[src/rtl/fifo_pkg.sv]
// Shared definitions for the FIFO family.
//   FIFO_WIDTH     : default data width, shared by FIFO blocks and their readers
//   FIFO_BUF_DEPTH : default prefetch buffer depth
//   ptr_w(depth)   : index width needed to address `depth` entries (min 1 bit)
package fifo_pkg;

    localparam int FIFO_WIDTH     = 8;
    localparam int FIFO_BUF_DEPTH = 4;

    function automatic int ptr_w(input int depth);
        return (depth > 1) ? $clog2(depth) : 1;
    endfunction

endpackage

[src/rtl/fifo_prefetch_buf.sv]
// Circular prefetch storage with push/pop and occupancy count.
//   clk, reset_n : clock, asynchronous active-low reset
//   push         : write push_data at the write index this cycle
//   push_data    : data to store
//   pop          : release the entry at the read index this cycle (caller keeps it legal)
//   pop_data     : entry at the read index (head of the buffer)
//   occ          : number of stored entries, 0..DEPTH
// DEPTH must be a power of two so the indices wrap by natural overflow.
module fifo_prefetch_buf
    import fifo_pkg::*;
#(
    parameter int WIDTH = FIFO_WIDTH,
    parameter int DEPTH = FIFO_BUF_DEPTH,
    localparam int OCC_W = $clog2(DEPTH) + 1
) (
    input  logic             clk,
    input  logic             reset_n,
    input  logic             push,
    input  logic [WIDTH-1:0] push_data,
    input  logic             pop,
    output logic [WIDTH-1:0] pop_data,
    output logic [OCC_W-1:0] occ
);

    localparam int PW = ptr_w(DEPTH);

    logic [WIDTH-1:0] mem [DEPTH];
    logic [PW-1:0]    wr_idx;
    logic [PW-1:0]    rd_idx;

    // NOTE: state registers use non-blocking (<=) so every flop samples pre-edge values.
    always_ff @(posedge clk or negedge reset_n) begin
        if (!reset_n) begin
            wr_idx <= '0;
            rd_idx <= '0;
            occ    <= '0;
        end else begin
            if (push) wr_idx <= wr_idx + 1'b1;
            if (pop)  rd_idx <= rd_idx + 1'b1;
            case ({push, pop})
                2'b10:   occ <= occ + 1'b1;
                2'b01:   occ <= occ - 1'b1;
                default: ;
            endcase
        end
    end

    // NOTE: storage is not reset; entries are only read once occ says they were written.
    always_ff @(posedge clk) begin
        if (push) mem[wr_idx] <= push_data;
    end

    assign pop_data = mem[rd_idx];

endmodule

[src/rtl/fifo_stream_reader.sv]
// Read-side controller: pulls words from a FIFO read port (1-cycle read latency)
// and presents them as a valid/ready stream grouped into PKT_LEN-beat packets.
//   clk, reset_n : clock, asynchronous active-low reset
//   enable       : allow new FIFO reads
//   fifo_empty   : FIFO empty flag
//   fifo_rd_en   : FIFO read request (every request is accepted)
//   fifo_dout    : FIFO data, valid the cycle after an accepted read
//   m_valid/m_ready/m_data/m_last : output stream, m_last on beat PKT_LEN-1
//   level        : prefetch buffer occupancy (excludes the in-flight word)
module fifo_stream_reader
    import fifo_pkg::*;
#(
    parameter int WIDTH     = FIFO_WIDTH,
    parameter int BUF_DEPTH = FIFO_BUF_DEPTH,
    parameter int PKT_LEN   = 16,
    localparam int LEVEL_W  = $clog2(BUF_DEPTH) + 1
) (
    input  logic               clk,
    input  logic               reset_n,
    input  logic               enable,
    input  logic               fifo_empty,
    output logic               fifo_rd_en,
    input  logic [WIDTH-1:0]   fifo_dout,
    output logic               m_valid,
    input  logic               m_ready,
    output logic [WIDTH-1:0]   m_data,
    output logic               m_last,
    output logic [LEVEL_W-1:0] level
);

    localparam int                BEAT_W    = ptr_w(PKT_LEN);
    localparam logic [BEAT_W-1:0] LAST_BEAT = BEAT_W'(PKT_LEN - 1);

    logic               inflight;
    logic [LEVEL_W-1:0] occ;
    logic [LEVEL_W:0]   committed;
    logic               pop;
    logic [BEAT_W-1:0]  beat_cnt;

    // Slots already spoken for: stored words plus the word returning next edge.
    // Only registered state feeds this, so m_ready never reaches fifo_rd_en.
    assign committed  = {1'b0, occ} + {{LEVEL_W{1'b0}}, inflight};
    assign fifo_rd_en = reset_n & enable & ~fifo_empty
                      & (committed < (LEVEL_W+1)'(BUF_DEPTH));

    always_ff @(posedge clk or negedge reset_n) begin
        if (!reset_n) inflight <= 1'b0;
        else          inflight <= fifo_rd_en;
    end

    fifo_prefetch_buf #(
        .WIDTH (WIDTH),
        .DEPTH (BUF_DEPTH)
    ) u_buf (
        .clk       (clk),
        .reset_n   (reset_n),
        .push      (inflight),
        .push_data (fifo_dout),
        .pop       (pop),
        .pop_data  (m_data),
        .occ       (occ)
    );

    assign m_valid = (occ != '0);
    assign pop     = m_valid & m_ready;
    assign level   = occ;

    always_ff @(posedge clk or negedge reset_n) begin
        if (!reset_n) begin
            beat_cnt <= '0;
        end else if (pop) begin
            beat_cnt <= (beat_cnt == LAST_BEAT) ? '0 : beat_cnt + 1'b1;
        end
    end

    assign m_last = m_valid & (beat_cnt == LAST_BEAT);

endmodule

[config.mk]
export PLATFORM = sky130hd
export DESIGN_NAME = fifo_stream_reader
export DESIGN_NICKNAME = d
export VERILOG_FILES = /design/src/rtl/fifo_pkg.sv /design/src/rtl/fifo_prefetch_buf.sv /design/src/rtl/fifo_stream_reader.sv
export SDC_FILE = /design/constraint.sdc
export NUM_CORES = 1
export LEC_CHECK = 0
export BUFFER_PORTS_ARGS = -buffer_cell sky130_fd_sc_hd__buf_4
export CORE_MARGIN = 2
export CORE_UTILIZATION = 30
export CTS_BUF_LIST = sky130_fd_sc_hd__clkbuf_8
export DETAILED_ROUTE_END_ITERATION = 10
export PLACE_DENSITY_LB_ADDON = 0.2
export SYNTH_ARGS = -nofsm -noshare
export SYNTH_HDL_FRONTEND = slang
export SYNTH_SLANG_ARGS = --single-unit
[constraint.sdc]
create_clock -name clk -period 2 [get_ports clk]
set_clock_uncertainty 0.1 [all_clocks]
set_input_delay 0.5 -clock clk [delete_from_list [all_inputs] [get_ports clk]]
set_output_delay 0.5 -clock clk [all_outputs]
set_load 0.01 [all_outputs]
==> out/results.txt, run 1 <==
Clock Tree Buf Depth - 2
Synth Area per Inst - 18.0 µm²
r2r endpoint - u_buf.occ[2]$_DFFE_PN0P_
endpoint class of the critical path - primary output
later-pin clock latency in the skew report - 0.29 ns
Die ar. - 6650 µm²
Yosys top cell by area - edfxtp_1
Internal Pwr Total - 0.00216 W
multi-input logic area - 518 µm²
CTS tree - built
worst-path fanout max - 3
RSZ-0062 raised after global routing - yes
clock tree sinks - 44
Storage cell area - 1260 µm²
Synth Instances - 100
Final Critical Period - 2.10 ns
leakage power - 0.884 nW
failing checks - negative setup slack
Clock Root Buffer - clkbuf_8
routability cong. - 0.683
core footprint - 5850 µm²
# fillers - 546
hpwl dp - 2120 µm
top layer in use - met4
Slew headroom - 67.1%
Detailed Route WL - 3080 µm
f_max - 0.476 GHz
P_sw - 0.000913 W
layout overhead on the synthesized area - 27.7%
# rows - 28
multiplexer share of the synthesized area - 12.2%
global-route wire length before repair - 4730 µm
Synth Area in Adders - 5.27%
required time worst endpoint - 1.40 ns
die height - 81.6 µm
FF-to-FF Start - u_buf.occ[2]$_DFFE_PN0P_
Hold Fails Final Rpt - 0
DR pass1 iterations - 4
GRT overflow - 0
max-cap viol count - 0
setup TNS - -0.640 ns
Compound-Gate Fraction of Synth Area - 2.77%
Ys Warns - 0
Total GRT Usage - 9.98%
initial antenna violation count - 0
largest net degree at the start of global routing - 16
Setup crit start kind - flip-flop
WS Path Type - flip-flop to primary output
drt initial violations - 66
Flop pwr share - 41.4%
Clock Power Share - 22.2%
Setup Viol. Count Final - 8
DR WL/cell - 14.3 µm
ranking of synthesized cells by area - edfxtp_1 53%, dfrtp_1 17%, mux4_2 10%
clock-pin slew on the worst setup and hold paths - 0.08 ns
met3 WL post-DR - 96 µm
ANT nets after route - 0
Worst R2R Setup Slack - 0.10 ns
Worst Tran Pin Value - 0.493 ns
Synth Cell Area - 1800 µm²
Via-to-Cell Ratio - 4.39
Util after Layout - 39.4%
routed length on met2 - 1570 µm
Setup WS post-layout - -0.101 ns
Net Sw Frac - 29.8%
Final nets - 159
R2R cell count - 8
Seq/Total Area, Yosys - 69.9%
Slew Viols, Final - 0
Metal-1 WL - 1360 µm
Synth top area share - 53.3%
Worst EP arrival - 1.50 ns
Yosys reg bits - 44
combinational power share - 36.4%
post-synthesis simple-gate area fraction - 3.88%
main combinational cell family by area after synthesis - multiplexers
syn nets - 120
via count - 943
number of I/O port buffers - 26
worst hold slack - 0.0378 ns
share of layout cells above drive strength 1 - 43.6%
worst hold path type - input port to async pin
start point of the critical path - u_buf.rd_idx[0]$_DFFE_PN0P_
status - finished, violations left
I/O pin cnt - 27
crit path to - m_data[1]
residual DRC count - 0
Distinct cells, synth - 26
Period Utilization, post-route - 105%
xor/xnor share of the synthesized area - 3.40%
vias in the first global route - 1023
peak supply drop - 0.503 mV
pwr dens - 1330 nW/µm²
ant diodes - 0
Starting Density - 30.8%
H-tree levels - 2
Die W - 81.6 µm
total CTS buffers - 5
==> area by class of cell <==
cell class	instances	share of cell area, %
Clock buffer	5	2.99
Timing Repair Buffer	36	12.5
Multi-Input combinational cell	46	22.5
Tap cell	75	4.07
Inverter	6	0.978
Clock inverter	3	2.06
Sequential cell	44	54.9
==> cell usage in the layout, fill, tap and decap left out, types with 2 or more instances in the layout <==
master / count
dfrtp_2: 2
dfrtp_1: 10
buf_4: 31
and2_1: 4
o21ai_0: 2
xor2_1: 4
clkinv_4: 2
mux4_2: 8
buf_6: 5
xnor2_1: 3
mux2_4: 2
edfxtp_1: 32
clkbuf_8: 5
inv_1: 6
nand2_1: 3
ha_1: 5
==> routing by layer <==
metal	vias up	track usage (%)
li1	451	-
met2	16	16.6
met3	5	2.31
met5	-	0
met1	471	12.4
met4	0	4.58
==> flip-flops by register name, summed over array words and instances, names as in the netlist <==
signal / cells
u_buf.rd_idx: 2
u_buf.wr_idx: 2
u_buf.mem: 32
u_buf.occ: 3
inflight: 1
beat_cnt: 4
==> worst min-delay path by stage <==
stage	start	endpoint	slack (ns)	cells past startpoint
floorplan	reset_n	beat_cnt[0]$_DFFE_PN0P_	0.10	0
global placement	reset_n	u_buf.occ[0]$_DFFE_PN0P_	0.34	2
detailed placement	reset_n	inflight$_DFF_PN0_	0.35	2
CTS	reset_n	u_buf.wr_idx[1]$_DFFE_PN0P_	0.03	2
global route	reset_n	u_buf.wr_idx[1]$_DFFE_PN0P_	0.04	2
finish	reset_n	u_buf.wr_idx[1]$_DFFE_PN0P_	0.04	2
==> cell usage after synthesis <==
master / count
nand4_1: 1
a31oi_1: 2
ha_1: 6
edfxtp_1: 32
and4_1: 1
nand3_1: 1
dfrtp_1: 12
and2_1: 4
xnor2_1: 3
o21ai_1: 1
xor2_1: 4
nand2_1: 3
clkbuf_1: 2
buf_6: 1
nor2_1: 2
o311ai_0: 1
or3_1: 1
mux2i_1: 1
fa_1: 1
mux4_2: 8
o21ai_0: 2
mux2_4: 2
inv_1: 6
o31a_1: 1
a21oi_1: 1
buf_2: 1
==> worst max-delay path, stage by stage (launching register included) <==
cell,delay [ns]
dfrtp_1,0.39
buf_4,0.15
mux4_2,0.51
buf_4,0.16
==> repair_timing <==
item                                    in CTS  in global routing
buffers inserted                             5                  0
resized for setup                            7                  5
pin swaps                                    2                  2
endpoints found under the setup margin       9                 11
hold buffers                                 0                  0
gates cloned                                 0                  0
==> power by group through the flow <==
stage	combinational [W]	clock, W	sequential (W)
floorplan	0.000629	0	0.00126
global placement	0.000933	0	0.00132
detailed placement	0.000960	0	0.00133
CTS	0.00112	0.000699	0.00128
global route	0.00122	0.000743	0.00130
finish	0.00112	0.000681	0.00127
==> cells by family after synthesis <==
logic type,after synthesis
adders and majority gates,7
DFF,44
and+or+nand+nor,13
buffers and inverters,10
AOI/OAI and AO/OA,8
muxes,11
xor gates and xnor gates,7
==> through the flow <==
stage               area (µm²)  setup WS, ns  total power (W)  std cells
floorplan                 1800         0.115          0.00189        100
global placement          2110         0.111          0.00225        202
detailed placement        2110        0.0291          0.00229        202
CTS                       2280        -0.127          0.00309        215
global route              2300        -0.159          0.00326        215
finish                    2300        -0.101          0.00307        215
Power figures use the tool's default switching activity.
==> run 2: changes to the inputs <==
--- a/config.mk
+++ b/config.mk
@@ -6,11 +6,13 @@
 export NUM_CORES = 1
 export LEC_CHECK = 0
 export BUFFER_PORTS_ARGS = -buffer_cell sky130_fd_sc_hd__buf_4
+export CORE_ASPECT_RATIO = 1.2
 export CORE_MARGIN = 2
 export CORE_UTILIZATION = 30
 export CTS_BUF_LIST = sky130_fd_sc_hd__clkbuf_8
 export DETAILED_ROUTE_END_ITERATION = 10
 export PLACE_DENSITY_LB_ADDON = 0.2
+export SKIP_LAST_GASP = 1
 export SYNTH_ARGS = -nofsm -noshare
 export SYNTH_HDL_FRONTEND = slang
 export SYNTH_SLANG_ARGS = --single-unit
==> out/results.txt, run 2 (synthesis gave the netlist of run 1 again) <==
Finished Layout Cells - 231
vias in the first global route - 1101
crit-path cells - buf_6, mux4_2, buf_6
ant diodes - 0
core footprint - 5740 µm²
later-pin clock latency in the skew report - 0.29 ns
max reg flops - 32
Via-to-Cell Ratio - 4.46
Clock Tree Buf Depth - 2
Total GRT Usage - 10.7%
WS Path Type - flip-flop to primary output
H-tree levels - 2
most frequent cells in the layout - 32 x buf_4, 32 x edfxtp_1, 15 x buf_6
share of layout cells above drive strength 1 - 47.7%
Slew Viols, Final - 0
Setup WS post-layout - -0.0722 ns
Worst Tran Pin Value - 0.488 ns
via count - 1031
RSZ-0062 raised after global routing - yes
dpl cell area - 2110 µm²
Worst EP arrival - 1.47 ns
routed length on met2 - 1850 µm
Final Critical Period - 2.07 ns
top layer in use - met4
Setup Viol. Count Final - 8
Setup crit start kind - flip-flop
Worst path max stage delay - 0.51 ns
Reg with most FFs - u_buf.mem
Metal-1 WL - 1390 µm
Detailed Route WL - 3460 µm
CTS tree - built
clock-pin slew on the worst setup and hold paths - 0.08 ns
slowest cell on the critical path - mux4_2
layout overhead on the synthesized area - 35.0%
leakage power - 0.951 nW
endpoint class of the critical path - primary output
required time worst endpoint - 1.40 ns
routability cong. - 0.720
status - finished, violations left
Clock Root Buffer - clkbuf_8
f_max - 0.483 GHz
initial antenna violation count - 0
hpwl dp - 2150 µm
ANT nets after route - 0
Final nets - 170
number of cells after detailed placement - 207
I/O pin cnt - 27
peak supply drop - 0.760 mV
global-route wire length before repair - 5150 µm
met3 WL post-DR - 150 µm
Most Frequent Cell on Critical Path - buf_6
Die W - 74.8 µm
GRT overflow - 0
worst hold path type - input port to async pin
number of I/O port buffers - 26
Die ar. - 6650 µm²
clock tree sinks - 44
pwr dens - 1320 nW/µm²
drt initial violations - 64
# fillers - 531
residual DRC count - 0
Period Utilization, post-route - 104%
Hold Fails Final Rpt - 0
Slew headroom - 67.4%
die height - 89.0 µm
largest net degree at the start of global routing - 15
worst-path fanout max - 5
Starting Density - 31.4%
# rows - 30
max-cap viol count - 0
DR WL/cell - 15.0 µm
failing checks - negative setup slack
setup TNS - -0.486 ns
Design Area, Final - 2430 µm²
total CTS buffers - 5
Worst R2R Setup Slack - 0.05 ns
DR pass1 iterations - 4
Largest regs - u_buf.mem (32), beat_cnt (4), u_buf.occ (3)
[run 2: changes by cell type in the layout (fill, tap and decap cells not counted), sizes merged]
cell and delta:
buf +11, clkinv -1, clkinvlp +1
[run 2: path summary, 6_finish.rpt]
check                                       startpoint                        end  cells past startpoint
min in group clk                          fifo_dout[5]  u_buf.mem[2][5]$_DFFE_PP_                      1
max                        u_buf.rd_idx[0]$_DFFE_PN0P_                  m_data[3]                      3
min                                            reset_n    beat_cnt[3]$_DFFE_PN0P_                      2
max reg2reg                   u_buf.occ[0]$_DFFE_PN0P_   u_buf.occ[2]$_DFFE_PN0P_                      8
max in group asynchronous                      reset_n   u_buf.occ[0]$_DFFE_PN0P_                      2
min reg2reg                    beat_cnt[3]$_DFFE_PN0P_    beat_cnt[3]$_DFFE_PN0P_                      1
[run 2: worst max-delay path, delay by kind of cell (launching register included)]
family	cells	cell delay, ns
muxes	1	0.51
DFF	1	0.38
buffers and inverters	2	0.29
[run 2: metrics by stage]
stage               hold slack (ns)  power [W]  setup WS, ns  util, %
finish                       0.0433    0.00321       -0.0722     42.4
global route                 0.0437    0.00339        -0.145     42.4
CTS                          0.0324    0.00312        -0.103     40.9
detailed placement            0.354    0.00228        0.0401     36.8
global placement              0.348    0.00225         0.107     36.8
floorplan                     0.104    0.00189         0.115        -
[run 2: power by group]
part	switching [W]	internal, W	total (W)
Clock	0.000293	0.000369	0.000662
Sequential	0.000155	0.00113	0.00128
Combinational	0.000512	0.000758	0.00127
Total	0.000960	0.00225	0.00321
[run 2: final cells by class]
cell class	instances	area, µm²	share of cell area [%]
multi-input cells	46	529	21.7
well taps	80	100	4.11
clock buffers	5	68.8	2.83
flip-flops and latches	44	1260	51.8
clock inverters	3	42.5	1.75
repair buffers	47	409	16.8
inverters	6	22.5	0.925
[run 2: metal layers]
metal,GRT usage [%],vias to the layer above
met3,2.48,7
met2,19.7,36
met4,4.38,0
met5,0,-
li1,-,474
met1,11.7,514
[run 2: what timing repair did]
item | CTS | global route
gates resized for setup | 13 | 10
setup endpoints to repair | 10 | 11
hold buffers | 0 | 0
buffers inserted | 10 | 6
pin swaps | 2 | 6
==> run 3: changes to the inputs <==
==> constraint.sdc (replaced) <==
create_clock -name clk -period 2.2 [get_ports clk]
set_clock_uncertainty 0.1 [all_clocks]
set_input_delay 0.55 -clock clk [delete_from_list [all_inputs] [get_ports clk]]
set_output_delay 0.55 -clock clk [all_outputs]
set_load 0.01 [all_outputs]
==> out/results.txt, run 3 (synthesis gave the netlist of run 1 again) <==
I/O pin cnt - 27
Crit path depth - 3
Worst EP arrival - 1.50 ns
pwr dens - 1140 nW/µm²
leakage power - 0.837 nW
crit-path cells - buf_4, mux4_2, buf_4
most common cell after layout, fill and taps aside - edfxtp_1
Hold Fails Final Rpt - 0
number of cells after detailed placement - 206
status - complete, no violations
setup TNS - 0 ns
global-route wire length before repair - 4970 µm
later-pin clock latency in the skew report - 0.29 ns
DR WL/cell - 14.5 µm
core footprint - 5740 µm²
drt initial violations - 49
hpwl dp - 2140 µm
worst-path fanout max - 5
peak supply drop - 0.539 mV
Via-to-Cell Ratio - 4.38
clock-pin slew on the worst setup and hold paths - 0.08 ns
DR pass1 iterations - 3
Detailed Route WL - 3110 µm
WS Path Type - flip-flop to primary output
GRT overflow - 0
Die W - 74.8 µm
most frequent cells in the layout - 32 x edfxtp_1, 30 x buf_4, 12 x dfrtp_1
Setup WS post-layout - 0.0537 ns
crit path to - m_data[7]
delay-heaviest family, CP - multiplexers
ant diodes - 0
Clock Root Buffer - clkbuf_8
Most Frequent Cell on Critical Path - buf_4
CTS tree - built
Setup Viol. Count Final - 0
r2r endpoint - u_buf.occ[2]$_DFFE_PN0P_
ANT nets after route - 0
Finished Layout Cells - 214
slowest cell on the critical path - mux4_2
Final nets - 153
Die ar. - 6650 µm²
post-CTS resize count - 0
Buffers & Inverters on Critical Path - 2
Pwr Total - 0.00251 W
layout overhead on the synthesized area - 21.4%
Starting Density - 31.4%
Setup crit start kind - flip-flop
Worst path max stage delay - 0.51 ns
f_max - 0.466 GHz
Design Area, Final - 2190 µm²
Period Utilization, post-route - 97.6%
Largest regs - u_buf.mem (32), beat_cnt (4), u_buf.occ (3)
FF-to-FF Start - u_buf.occ[0]$_DFFE_PN0P_
worst hold path type - input port to async pin
H-tree levels - 2
required time worst endpoint - 1.55 ns
number of I/O port buffers - 26
via count - 938
Worst Tran Pin Value - 0.480 ns
clock tree sinks - 44
# rows - 30
Post-CTS Setup Inserts - 0
Total GRT Usage - 10.4%
Worst R2R Setup Slack - 0.33 ns
routability cong. - 0.721
RSZ-0062 raised after global routing - yes
start point of the critical path - u_buf.rd_idx[0]$_DFFE_PN0P_
R2R cell count - 7
vias in the first global route - 1059
endpoint class of the critical path - primary output
Reg with most FFs - u_buf.mem
total CTS buffers - 5
Final Critical Period - 2.15 ns
Slew Viols, Final - 0
share of layout cells above drive strength 1 - 35.1%
pre-CTS setup slack - 0.180 ns
die height - 89.0 µm
max reg flops - 32
initial antenna violation count - 0
residual DRC count - 0
Clock Tree Buf Depth - 2
largest net degree at the start of global routing - 15
Slew headroom - 68.0%
dpl cell area - 2110 µm²
max-cap viol count - 0
-- run 3: cell count changes in the layout (fill, tap and decap cells not counted), sizes merged --
| cell | before | now |
|---|---|---|
| bufinv | 1 | 0 |
| inv | 6 | 7 |
| buf | 47 | 30 |
-- run 3: cell type report --
cell class / instances / area, µm²
Clock buffer: 5 / 68.8
Clock inverter: 3 / 16.3
Fill cell: 545 / 3550
Inverter: 6 / 22.5
Multi-Input combinational cell: 46 / 497
Sequential cell: 44 / 1260
Tap cell: 80 / 100
Timing Repair Buffer: 30 / 225
-- run 3: worst min path at each step --
stage	from	to	slack (ns)	depth (start not counted)
CTS	reset_n	beat_cnt[3]$_DFFE_PN0P_	0.09	2
floorplan	reset_n	beat_cnt[0]$_DFFE_PN0P_	0.15	0
global placement	beat_cnt[3]$_DFFE_PN0P_	beat_cnt[3]$_DFFE_PN0P_	0.38	1
detailed placement	beat_cnt[3]$_DFFE_PN0P_	beat_cnt[3]$_DFFE_PN0P_	0.40	1
finish	reset_n	beat_cnt[3]$_DFFE_PN0P_	0.09	2
global route	reset_n	beat_cnt[3]$_DFFE_PN0P_	0.09	2
-- run 3: what timing repair did --
item	CTS	global route
hold buffers	0	0
endpoints found under the setup margin	0	4
hold endpoints to repair	0	0
-- run 3: layer usage --
metal  track usage, %  share of wire [%]  vias up
li1                 -                  -      436
met1             11.4                 42      469
met2             19.0                 53       29
met3             3.38                4.2        4
met4             2.92                1.2        0
met5                0                  0        -
-- run 3: stage by stage --
stage          utilization, %  hold slack, ns
3_5_place_dp             36.7           0.399
3_3_place_gp             36.7           0.382
5_1_grt                  38.1          0.0941
6_report                 38.1          0.0941
4_1_cts                  38.1          0.0928
2_1_floorplan               -           0.154
-- run 3: power breakdown --
part / switching [W] / internal, W / leakage, nW / total, W
Clock: 0.000263 / 0.000217 / 0.0453 / 0.000480
Sequential: 0.000162 / 0.00102 / 0.432 / 0.00118
Combinational: 0.000358 / 0.000486 / 0.359 / 0.000844
Total: 0.000783 / 0.00172 / 0.837 / 0.00251
